--- src/rtl/ptpv2_pbus_arbiter.sv ---
// Round-robin arbiter that lets N_REQ requesters share the ptpv2_core_wrapper pbus.
// It runs one setup/access transfer per grant and returns the result to the winner only.
module ptpv2_pbus_arbiter #(
  parameter int N_REQ   = 2,
  parameter int TIMEOUT = 255
) (
  input  logic                  pbus_clk,
  input  logic                  pbus_rst_n,
  input  logic [N_REQ-1:0]      req_i,
  input  logic [N_REQ-1:0]      req_write_i,
  input  logic [32*N_REQ-1:0]   req_addr_i,
  input  logic [32*N_REQ-1:0]   req_wdata_i,
  output logic [N_REQ-1:0]      req_ack_o,
  output logic [31:0]           req_rdata_o,
  output logic                  req_err_o,
  output logic                  busy_o,
  output logic [31:0]           pbus_addr_o,
  output logic                  pbus_write_o,
  output logic                  pbus_sel_o,
  output logic                  pbus_enable_o,
  output logic [31:0]           pbus_wdata_o,
  input  logic [31:0]           pbus_rdata_i,
  input  logic                  pbus_ready_i,
  input  logic                  pbus_slverr_i
);

  localparam int PW = (N_REQ > 1) ? $clog2(N_REQ) : 1;
  localparam int CW = $clog2(TIMEOUT + 1);

  typedef enum logic [1:0] {IDLE, SETUP, ACCESS, DONE} state_t;

  state_t             state_q, state_d;
  logic [PW-1:0]      ptr_q, ptr_d;
  logic [PW-1:0]      win_q, win_d;
  logic [CW-1:0]      cnt_q, cnt_d;
  logic [31:0]        addr_d, wdata_d, rdata_d;
  logic               write_d, sel_d, enable_d, err_d, busy_d;
  logic [N_REQ-1:0]   ack_d;

  logic               found;
  logic [PW-1:0]      win_sel;
  logic [PW:0]        sum;

  // Search upward from the pointer with wrap; the first pending requester wins.
  always_comb begin
    found   = 1'b0;
    win_sel = '0;
    sum     = '0;
    for (int i = 0; i < N_REQ; i++) begin
      sum = {1'b0, ptr_q} + (PW+1)'(i);
      if (sum >= (PW+1)'(N_REQ))
        sum = sum - (PW+1)'(N_REQ);
      if (!found && req_i[sum[PW-1:0]]) begin
        found   = 1'b1;
        win_sel = sum[PW-1:0];
      end
    end
  end

  always_comb begin
    state_d  = state_q;
    ptr_d    = ptr_q;
    win_d    = win_q;
    cnt_d    = cnt_q;
    addr_d   = pbus_addr_o;
    write_d  = pbus_write_o;
    wdata_d  = pbus_wdata_o;
    sel_d    = 1'b0;
    enable_d = 1'b0;
    ack_d    = '0;
    rdata_d  = '0;
    err_d    = 1'b0;
    busy_d   = 1'b0;
    case (state_q)
      IDLE: begin
        if (found) begin
          state_d = SETUP;
          win_d   = win_sel;
          ptr_d   = (win_sel == PW'(N_REQ - 1)) ? '0 : win_sel + PW'(1);
          addr_d  = req_addr_i[32*win_sel +: 32];
          wdata_d = req_wdata_i[32*win_sel +: 32];
          write_d = req_write_i[win_sel];
          cnt_d   = '0;
          sel_d   = 1'b1;
          busy_d  = 1'b1;
        end
      end
      SETUP: begin
        state_d  = ACCESS;
        sel_d    = 1'b1;
        enable_d = 1'b1;
        busy_d   = 1'b1;
      end
      ACCESS: begin
        busy_d = 1'b1;
        cnt_d  = cnt_q + CW'(1);
        // Ready takes priority over a timeout expiring in the same cycle.
        if (pbus_ready_i) begin
          state_d = DONE;
          ack_d   = N_REQ'(1) << win_q;
          rdata_d = pbus_write_o ? 32'h0 : pbus_rdata_i;
          err_d   = pbus_slverr_i;
        end else if (cnt_d == CW'(TIMEOUT)) begin
          state_d = DONE;
          ack_d   = N_REQ'(1) << win_q;
          err_d   = 1'b1;
        end else begin
          sel_d    = 1'b1;
          enable_d = 1'b1;
        end
      end
      DONE: begin
        state_d = IDLE;
        cnt_d   = '0;
      end
      default: state_d = IDLE;
    endcase
  end

  always_ff @(posedge pbus_clk or negedge pbus_rst_n) begin
    if (!pbus_rst_n) begin
      state_q       <= IDLE;
      ptr_q         <= '0;
      win_q         <= '0;
      cnt_q         <= '0;
      pbus_addr_o   <= '0;
      pbus_write_o  <= 1'b0;
      pbus_wdata_o  <= '0;
      pbus_sel_o    <= 1'b0;
      pbus_enable_o <= 1'b0;
      req_ack_o     <= '0;
      req_rdata_o   <= '0;
      req_err_o     <= 1'b0;
      busy_o        <= 1'b0;
    end else begin
      state_q       <= state_d;
      ptr_q         <= ptr_d;
      win_q         <= win_d;
      cnt_q         <= cnt_d;
      pbus_addr_o   <= addr_d;
      pbus_write_o  <= write_d;
      pbus_wdata_o  <= wdata_d;
      pbus_sel_o    <= sel_d;
      pbus_enable_o <= enable_d;
      req_ack_o     <= ack_d;
      req_rdata_o   <= rdata_d;
      req_err_o     <= err_d;
      busy_o        <= busy_d;
    end
  end

endmodule

--- config.mk ---
export PLATFORM = sky130hd
export DESIGN_NAME = ptpv2_pbus_arbiter
export DESIGN_NICKNAME = d
export VERILOG_FILES = /design/src/rtl/ptpv2_pbus_arbiter.sv
export SDC_FILE = /design/constraint.sdc
export NUM_CORES = 1
export LEC_CHECK = 0
export BUFFER_PORTS_ARGS = -buffer_cell sky130_fd_sc_hd__buf_2
export CAP_MARGIN = 20
export CORE_AREA = 4 4 114 116
export DETAILED_ROUTE_END_ITERATION = 7
export DIE_AREA = 0 0 118 120
export MAX_ROUTING_LAYER = met4
export PLACE_DENSITY = 0.76
export REMOVE_ABC_BUFFERS = 1
export SYNTH_ARGS = -nofsm -noshare
export SYNTH_HDL_FRONTEND = slang
export SYNTH_SLANG_ARGS = --single-unit
export TNS_END_PERCENT = 100
--- constraint.sdc ---
create_clock -name pbus_clk -period 2.1 [get_ports pbus_clk]
set_clock_uncertainty 0.1 [all_clocks]
set_input_delay 0.315 -clock pbus_clk [delete_from_list [all_inputs] [get_ports pbus_clk]]
set_output_delay 0.315 -clock pbus_clk [all_outputs]
set_load 0.1 [all_outputs]
==> results of run 1 <==
cell type report:
cell class / count / share of cell area (%)
Inverter: 71 / 3.693
Timing Repair Buffer: 324 / 26.01
Multi-Input combinational cell: 171 / 19.32
Tap cell: 147 / 2.549
Clock buffer: 23 / 6.763
Clock inverter: 8 / 1.734
Sequential cell: 115 / 39.90
Antenna cell: 1 / 0.03468
layout by cell type (no fill, tap or decap), types with 5 or more instances in the layout:
cell                            instances
sky130_fd_sc_hd__buf_2                269
sky130_fd_sc_hd__a222oi_1              65
sky130_fd_sc_hd__inv_1                 71
sky130_fd_sc_hd__clkbuf_16             17
sky130_fd_sc_hd__buf_4                 16
sky130_fd_sc_hd__dfrtp_1              114
sky130_fd_sc_hd__o21ai_0                7
sky130_fd_sc_hd__and2_1                32
sky130_fd_sc_hd__nor2_1                 5
sky130_fd_sc_hd__dlygate4sd3_1         37
sky130_fd_sc_hd__ha_1                   6
sky130_fd_sc_hd__nand2_1               20
worst max-delay path: cells and delay by family (launching register included):
family                   cells  cell delay, ps
AO/OA/AOI/OAI                2             620
AND/OR/NAND/NOR              2             480
flip-flops                   1             410
adder cells (fa/ha/maj)      1             160
multiplexers                 1             140
kinds of logic after synthesis:
| kind of cell | count (synthesis) | share of synthesized area [%] |
|---|---|---|
| AO/OA/AOI/OAI | 89 | 17.97 |
| multiplexers | 2 | 0.4369 |
| adder cells (fa/ha/maj) | 7 | 1.911 |
| flip-flops | 115 | 62.81 |
| buffers and inverters | 97 | 7.946 |
| XOR/XNOR | 2 | 0.3824 |
| AND/OR/NAND/NOR | 71 | 8.547 |
per-stage QoR:
stage / utilization [%] / cell area [sq um] / hold slack [ps] / worst slack (ps) / cells
final: 60.58 / 7216 / 18.29 / 64.63 / 860
after global routing: 60.58 / 7216 / 2.192 / -10.48 / 860
after CTS: 60.06 / 7154 / 0.01737 / 7.034 / 854
after detailed placement: 51.81 / 6171 / 177.8 / 19.16 / 786
after global placement: 51.81 / 6171 / 167.4 / 94.07 / 786
after floorplan: - / 4484 / -80.59 / -1500 / 357
worst max-delay path by stage:
stage / slack [ps] / from / to / depth (start not counted)
2_1_floorplan: -1500 / state_q[0] / pbus_write_o / 6
5_1_grt: -10 / cnt_q[1] / state_q[1] / 6
4_1_cts: 7 / state_q[0] / cnt_q[7] / 7
3_5_place_dp: 20 / cnt_q[0] / pbus_sel_o / 6
3_3_place_gp: 90 / cnt_q[0] / pbus_sel_o / 6
6_report: 60 / cnt_q[1] / state_q[1] / 6
registers in the layout, indices dropped and copies added, names as in the netlist, 2 cells and up:
register and flops:
pbus_addr_o 32, pbus_wdata_o 32, req_rdata_o 32, req_ack_o 2
state_q 2, cnt_q 8
layer usage:
metal  share of wire [%]  vias up  global-route usage [%]
met1                  37     2132                   23.00
met4                 2.5        0                   11.50
li1                    -     2009                       -
met2                  53      235                   36.97
met3                 7.3       39                   5.985
met5                   0        -                       -
what timing repair did:
action,in CTS,in global routing
hold buffers,37,0
buffers inserted,0,5
endpoints found under the hold margin,66,0
pin swaps,1,3
resized for setup,0,5
endpoints found under the setup margin,3,20
gates cloned,0,0
==> results.tsv, run 1 <==
metric	value	unit
total number of vias	4415	
Die Width	118	um
critical register-to-register path startpoint	cnt_q[1]	
total CTS buffers	17	
Cell Area, Synth	0.004582	sq mm
area taken by multi-input logic gates	0.001394	sq mm
post-synthesis sequential element count	115	
area of the die	0.01416	sq mm
via count normalized by instance count	5.134	
worst min path class	in -> reg	
CTS tree	yes	
fraction of layout cells with a size suffix above 1	46.21	%
level count of the clock H-tree	4	
data arrival time of the worst path	2220	ps
Avg Cell Area, Syn	11.96	sq um
Critical Setup Path Class	reg -> reg	
sequential cell area fraction in the yosys report	62.81	%
remaining global-route overflow	0	
clock transition time at the flip-flop clock pins of the worst setup and hold paths	50	ps
critical-path cell list	ha_4, nand3_2, or3_4, a2111oi_4, o21bai_2, mux2i_1	
Max Fclk	491.3	MHz
top-count cell post-synth	sky130_fd_sc_hd__dfrtp_1	
number of clock sinks	115	
Slew headroom	66.23	%
CP endpoint kind	register	
Die Y-Extent	120	um
number of cells produced by synthesis	383	
Reg2Reg Depth	6	
Post-Route WL	15040	um
Slew Limit Fails	0	
Worst-Skew Late Latency	410	ps
initial antenna violation count	1	
global placer's final weighted congestion	0.8532	
Core Region	0.01191	sq mm
io pins	271	
storage element area	0.002879	sq mm
drc violations	14	
HPWL after DPL	10220	um
Final TNS setup	0	ps
failing checks	DRC	
area share of the leading cell type in the synthesized netlist	62.81	%
critical register-to-register path endpoint	state_q[1]	
drt first pass iters	8	
worst endpoint required time	2280	ps
worst reg2reg setup slack	60	ps
global-route wire length before repair	23520	um
filler cell count	955	
cell accounting for the most synthesized area	sky130_fd_sc_hd__dfrtp_1	
warning count from the yosys run	0	
Post-synth EDFFs	0	
dominant synthesized flop cell	sky130_fd_sc_hd__dfrtp_1	
maximum number of pins on one net before global-route repair	58	
largest cells by area after synthesis	sky130_fd_sc_hd__dfrtp_1, sky130_fd_sc_hd__a222oi_1, sky130_fd_sc_hd__inv_1	
Worst Setup Start Kind	register	
delay of the slowest cell on the worst path	470	ps
standard-cell row count	40	
maximum clock insertion buffer count	2	
maximum fanout along the worst path	4	
final worst-path cycle share	96.92	%
post-synth cell types	32	
source of the worst hold timing path	req_addr_i[1]	
status	complete, but fails checks	
quantity of I/O buffers inserted on ports	270	
effective utilization at floorplan	38.47	%
worst-case hold path end point	pbus_addr_o[1]	
top cells by instance count after synthesis	sky130_fd_sc_hd__dfrtp_1, sky130_fd_sc_hd__inv_1, sky130_fd_sc_hd__a222oi_1	
max-capacitance violation count	0	
Slew @ Worst Pin	510.0	ps
count of nets left with antenna violations after detail routing	0	
Async S/R FF share, synth	100.0	%
final layout net count	875	
final hold violations	0	
worst-path cell with the longest stage delay	sky130_fd_sc_hd__a2111oi_4	
DRC marker count from the first detailed-route iteration	458	
number of cells traversed by the worst hold path	3	
Area growth syn-to-layout	57.48	%
all-layer global routing usage	21.65	%
master cell of the clock root buffer	sky130_fd_sc_hd__clkbuf_16	
via count of the first global-routing pass	4765	
routed wire length per instance	17.48	um
post-route minimum period	2035	ps
setup-violating endpoint count in the final report	0	
Power of run 1 is left out: the tool's default activity adds up to more than one toggle a clock period on the data nets, which glitch-free logic cannot reach.
==> run 2: changes to the inputs <==
ABC_AREA = 1   (was not set)
CORE_AREA = 4 4 119 121   (was 4 4 114 116)
DIE_AREA = 0 0 123 125   (was 0 0 118 120)
PLACE_DENSITY = 0.72   (was 0.76)
clock period = 2 ns   (was 2.1 ns; I/O delays follow)
==> run 2 against run 1 <==
Compared with the run above:
- the run now ends clean
- routed wire length up 12%
- flip-flop and latch count unchanged
- sequential share of layout area down 1.8 points
- global-route usage up 0.99 points
- first-iteration DRC count down 22%
- hold slack better by 3.5 ps
- area after synthesis up 12%
- cell area up 4.6%
- die area up 8.6%
- critical path type unchanged
- critical endpoint is now cnt_q[6]
- highest routed layer unchanged
==> results.tsv, run 2 <==
metric	value	unit
status	finished clean	
max-capacitance violation count	0	
most crowded layer after global routing	met2	
via count of the first global-routing pass	5315	
DRC marker count from the first detailed-route iteration	358	
post-cts resize count	0	
quantity of I/O buffers inserted on ports	270	
filler cell count	1189	
number of placed instances, taps included	1000	
Critical Setup Path Class	reg -> reg	
Post-synth EDFFs	0	
CP endpoint kind	register	
met3 Resource Use GR	4.697	%
most frequent cells in the layout	sky130_fd_sc_hd__buf_2, sky130_fd_sc_hd__nand3_1, sky130_fd_sc_hd__dfrtp_1	
unrepaired setup endpoints after global routing	false	
CTS tree	yes	
slack of the critical path	240.7	ps
maximum number of pins on one net before global-route repair	66	
top-count cell post-synth	sky130_fd_sc_hd__nand3_1	
area of the die	0.01538	sq mm
area share of the leading cell type in the synthesized netlist	56.18	%
master cell of the clock root buffer	sky130_fd_sc_hd__clkbuf_16	
most common library cell in the layout ignoring fill and taps	sky130_fd_sc_hd__buf_2	
number of cells produced by synthesis	584	
met2 Resource Use GR	35.73	%
count of nets left with antenna violations after detail routing	0	
all-layer global routing usage	22.64	%
post-route minimum period	1759	ps
pre-CTS worst setup slack	264.0	ps
global placer's final weighted congestion	0.9397	
Slew Limit Fails	0	
post-synthesis sequential element count	115	
drt first pass iters	5	
Post-Route WL	16830	um
Max Fclk	568.4	MHz
total CTS buffers	17	
Area growth syn-to-layout	47.29	%
top cells by instance count after synthesis	sky130_fd_sc_hd__nand3_1, sky130_fd_sc_hd__dfrtp_1, sky130_fd_sc_hd__nand2_1	
maximum fanout along the worst path	7	
final hold violations	0	
buffer count from post-CTS setup fixing	0	
standard-cell row count	42	
number of clock sinks	115	
post-synth cell types	22	
Die Y-Extent	125	um
level count of the clock H-tree	4	
drc violations	0	
setup-violating endpoint count in the final report	0	
Worst-Skew Late Latency	410	ps
non-filler cells in the finished layout	1062	
Inserted Diodes	0	
dominant synthesized flop cell	sky130_fd_sc_hd__dfrtp_1	
Slew headroom	61.86	%
remaining global-route overflow	0	
met1 layer usage reported by global route	27.41	%
worst min path class	in -> reg	
Final TNS setup	0	ps
Slew @ Worst Pin	572.1	ps
global-route wire length before repair	26690	um
total number of vias	5403	
effective utilization at floorplan	39.15	%
largest cells by area after synthesis	sky130_fd_sc_hd__dfrtp_1, sky130_fd_sc_hd__nand3_1, sky130_fd_sc_hd__nand4_1	
worst-path cell with the longest stage delay	sky130_fd_sc_hd__dfrtp_1	
data arrival time of the worst path	1940	ps
HPWL after DPL	11510	um
Avg Cell Area, Syn	8.771	sq um
critical-path cell list	inv_1, ha_2, nand2_1, nand2_1, inv_2, nand2_1, o22ai_1	
Worst Setup Start Kind	register	
area of all placed cells without fillers	0.007545	sq mm
delay of the slowest cell on the worst path	420	ps
final layout net count	1051	
Top Registers	pbus_addr_o x32, pbus_wdata_o x32, req_rdata_o x32	
worst endpoint required time	2180	ps
Async S/R FF share, synth	100.0	%
Die Width	123	um
via count normalized by instance count	5.088	
sequential cell area fraction in the yosys report	56.18	%
warning count from the yosys run	0	
routed wire length per instance	15.84	um
maximum clock insertion buffer count	2	
cell seen most often among critical-path stages	sky130_fd_sc_hd__nand2_1	
clock transition time at the flip-flop clock pins of the worst setup and hold paths	50	ps
number of buffers inserted by hold repair at cts	33	
Core Region	0.01309	sq mm
Cell Area, Synth	0.005122	sq mm
Placed Instance Area	0.006689	sq mm
io pins	271	
fraction of layout cells with a size suffix above 1	36.79	%
final worst-path cycle share	87.96	%
cell accounting for the most synthesized area	sky130_fd_sc_hd__dfrtp_1	
initial antenna violation count	0	
-- run 2: metal layers --
layer / part of all wire [%] / up-vias
li1: - / 2550
met1: 40 / 2561
met2: 49 / 234
met3: 6.4 / 58
met4: 4.1 / 0
met5: 0 / -
-- run 2: worst paths after layout --
path                       cells past startpoint              end      startpoint  slack (ps)
setup / recovery                               7         cnt_q[6]      state_q[0]         240
hold / removal                                 3  pbus_addr_o[17]  req_addr_i[17]          20
setup reg to reg                               7         cnt_q[6]      state_q[0]         240
hold reg to reg                                1     req_ack_o[0]           win_q         330
max in group asynchronous                      3  pbus_addr_o[21]      pbus_rst_n         890
min in group asynchronous                      2            win_q      pbus_rst_n         300
-- run 2: layout make-up --
class	instances	area [sq um]	share of cell area, %
clock buffers	23	467.9	6.202
clock inverters	6	57.56	0.7629
repair buffers	318	1847	24.48
multi-input cells	371	1876	24.86
flip-flops and latches	115	2878	38.14
well taps	176	220.2	2.919
inverters	53	198.9	2.637
-- run 2: metrics by stage --
| step | hold slack, ps | util [%] |
|---|---|---|
| after global placement | 183.6 | 51.12 |
| after detailed placement | 187.2 | 51.12 |
| after global routing | 23.07 | 57.66 |
| final | 21.80 | 57.66 |
| after floorplan | -95.59 | - |
| after CTS | 3.729 | 57.66 |
-- run 2: cells by family after synthesis --
| family | after synthesis | share of synthesized area, % |
|---|---|---|
| compound gates | 14 | 1.514 |
| buf+inv | 98 | 7.450 |
| flops | 115 | 56.18 |
| xor+xnor | 2 | 0.3420 |
| fa+ha+maj | 7 | 1.710 |
| simple gates | 348 | 32.80 |
-- run 2: worst max-delay path, delay by kind of cell (launching register included) --
family	cells	cell delay [ps]
flip-flops	1	420
AO/OA/AOI/OAI	1	130
buffers and inverters	2	220
AND/OR/NAND/NOR	3	530
adder cells (fa/ha/maj)	1	230
Power of run 2 is left out for the same reason.
==> run 3: changes to the inputs <==
CTS_BUF_LIST = sky130_fd_sc_hd__clkbuf_8   (was not set)
==> run 3 against run 2 <==
Compared with the run above:
- fmax is 1.1% higher
- core utilization up 3.4 points
- clock-buffer cell count is 4 lower
- register-to-register slack improved by 20 ps
- routed wire length grew 8.1%
- sequential share of layout area is 2.1 points lower
- cell area is 5.8% higher
- via count grew 7.2%
- flip-flop and latch count stayed put
- non-clock buffer count is 63 higher
==> results.tsv, run 3 (synthesis gave the netlist of run 2 again) <==
metric	value	unit
smallest hold slack	7.777	ps
clock transition time at the flip-flop clock pins of the worst setup and hold paths	60	ps
Die Y-Extent	125	um
status	finished clean	
number of cells traversed by the worst hold path	3	
via count of the first global-routing pass	5758	
Slew @ Worst Pin	567.5	ps
Core Region	0.01309	sq mm
drt first pass iters	5	
Worst-Skew Late Latency	430	ps
final worst-path cycle share	87.01	%
buffer and inverter count on the worst path	2	
remaining global-route overflow	0	
level count of the clock H-tree	4	
maximum number of pins on one net before global-route repair	66	
worst endpoint required time	2200	ps
maximum clock insertion buffer count	2	
power density relative to cell area	1871	mW/mm^2
delay of the slowest cell on the worst path	420	ps
total CTS buffers	17	
unrepaired setup endpoints after global routing	false	
routed wire length per instance	16.16	um
source of the worst hold timing path	req_wdata_i[29]	
internal portion of total power	5.766	mW
filler cell count	1118	
effective utilization at floorplan	39.15	%
CP endpoint kind	register	
data arrival time of the worst path	1940	ps
Reg2Reg Depth	7	
static power due to leakage	4.327	nW
Critical Setup Path Class	reg -> reg	
setup-violating endpoint count in the final report	0	
worst reg2reg setup slack	260	ps
critical-path cell list	inv_1, ha_2, nand2_1, nand2_1, inv_2, nand2_1, o22ai_1	
Inserted Diodes	0	
quantity of I/O buffers inserted on ports	270	
DRC marker count from the first detailed-route iteration	379	
master cell of the clock root buffer	sky130_fd_sc_hd__clkbuf_8	
fraction of power consumed by sequential logic	24.2	%
maximum fanout along the worst path	7	
all-layer global routing usage	24.39	%
Post-Route WL	18180	um
count of nets left with antenna violations after detail routing	0	
max-capacitance violation count	0	
most common library cell in the layout ignoring fill and taps	sky130_fd_sc_hd__buf_2	
Switch Pwr	9.170	mW
Die Width	123	um
standard-cell row count	42	
drc violations	0	
post-route minimum period	1740	ps
io pins	271	
Slew headroom	62.17	%
worst min path class	in -> reg	
final layout net count	1114	
power share of the clock group	12.6	%
critical register-to-register path endpoint	cnt_q[6]	
critical register-to-register path startpoint	state_q[0]	
via count normalized by instance count	5.147	
cell seen most often among critical-path stages	sky130_fd_sc_hd__nand2_1	
worst-case hold path end point	pbus_wdata_o[29]	
Top Registers	pbus_addr_o x32, pbus_wdata_o x32, req_rdata_o x32	
Worst Setup Start Kind	register	
combinational power share	63.2	%
CTS tree	yes	
number of clock sinks	115	
worst-case vdd ir drop	0.001281	V
worst-path cell with the longest stage delay	sky130_fd_sc_hd__dfrtp_1	
HPWL after DPL	11510	um
global placer's final weighted congestion	0.9397	
Slew Limit Fails	0	
Area growth syn-to-layout	55.86	%
fraction of layout cells with a size suffix above 1	34.35	%
area of the die	0.01538	sq mm
total number of vias	5790	
global-route wire length before repair	28720	um
initial antenna violation count	0	
largest delay contributor family on the critical path	simple AND/OR/NAND/NOR gates	
buffer count from post-CTS setup fixing	0	
post-route total power	14.94	mW
most frequent cells in the layout	sky130_fd_sc_hd__buf_2, sky130_fd_sc_hd__nand3_1, sky130_fd_sc_hd__dfrtp_1	
switching portion of total power	61.40	%
final hold violations	0	
Max Fclk	574.6	MHz
## run 3: metrics by stage
stage	util (%)	setup WS (ps)	instances	cell area, sq um	setup TNS (ps)
after global placement	51.12	274.3	1000	6689	0
after detailed placement	51.12	264.0	1000	6689	0
after global routing	61.02	93.66	1125	7984	0
final	61.02	259.8	1125	7984	0
after CTS	61.02	258.6	1125	7984	0
after floorplan	-	-2353	539	4940	-164900
## run 3: power by group through the flow
stage,Combinational (mW),Sequential (mW),Clock [mW]
2_1_floorplan,1.80,9.14,0
3_3_place_gp,9.24,3.62,0
3_5_place_dp,9.31,3.62,0
4_1_cts,9.45,3.60,1.93
5_1_grt,9.89,3.71,2.04
6_report,9.44,3.61,1.88
## run 3: how the worst max path moves through the flow
| stage | startpoint | endpoint | slack [ps] | cells after the start |
|---|---|---|---|---|
| after detailed placement | state_q[0] | cnt_q[6] | 260 | 7 |
| after floorplan | state_q[0] | pbus_sel_o | -2350 | 8 |
| final | state_q[0] | cnt_q[6] | 260 | 7 |
| after global routing | state_q[1] | cnt_q[6] | 90 | 7 |
| after CTS | state_q[0] | cnt_q[6] | 260 | 7 |
| after global placement | req_i[1] | cnt_q[6] | 270 | 7 |
## run 3: worst reg2reg max path, stage by stage, from the launching register on
cell and delay, ps:
sky130_fd_sc_hd__dfrtp_1 420, sky130_fd_sc_hd__inv_1 120, sky130_fd_sc_hd__ha_2 230, sky130_fd_sc_hd__nand2_1 110, sky130_fd_sc_hd__nand2_1 200, sky130_fd_sc_hd__inv_2 100
sky130_fd_sc_hd__nand2_1 200, sky130_fd_sc_hd__o22ai_1 140
## run 3: cell type report
| cell class | instances | area, sq um | share of cell area [%] |
|---|---|---|---|
| clock buffers | 19 | 261.5 | 3.275 |
| well taps | 176 | 220.2 | 2.758 |
| flip-flops and latches | 115 | 2878 | 36.04 |
| multi-input cells | 371 | 1876 | 23.49 |
| inverters | 53 | 198.9 | 2.492 |
| clock inverters | 10 | 72.57 | 0.9089 |
| repair buffers | 381 | 2477 | 31.03 |
## run 3: routing by layer
| metal | routed length, um | vias up | track usage (%) |
|---|---|---|---|
| met5 | 0 | - | - |
| met4 | 816 | 0 | 11.73 |
| met3 | 1479 | 80 | 5.420 |
| met2 | 9221 | 334 | 40.01 |
| met1 | 6666 | 2706 | 28.17 |
| li1 | - | 2670 | - |
## run 3: repair_timing
item	in CTS	in global routing
resized for setup	0	0
hold buffers	96	0
endpoints found under the hold margin	127	0
(Power assumes the default switching activity.)
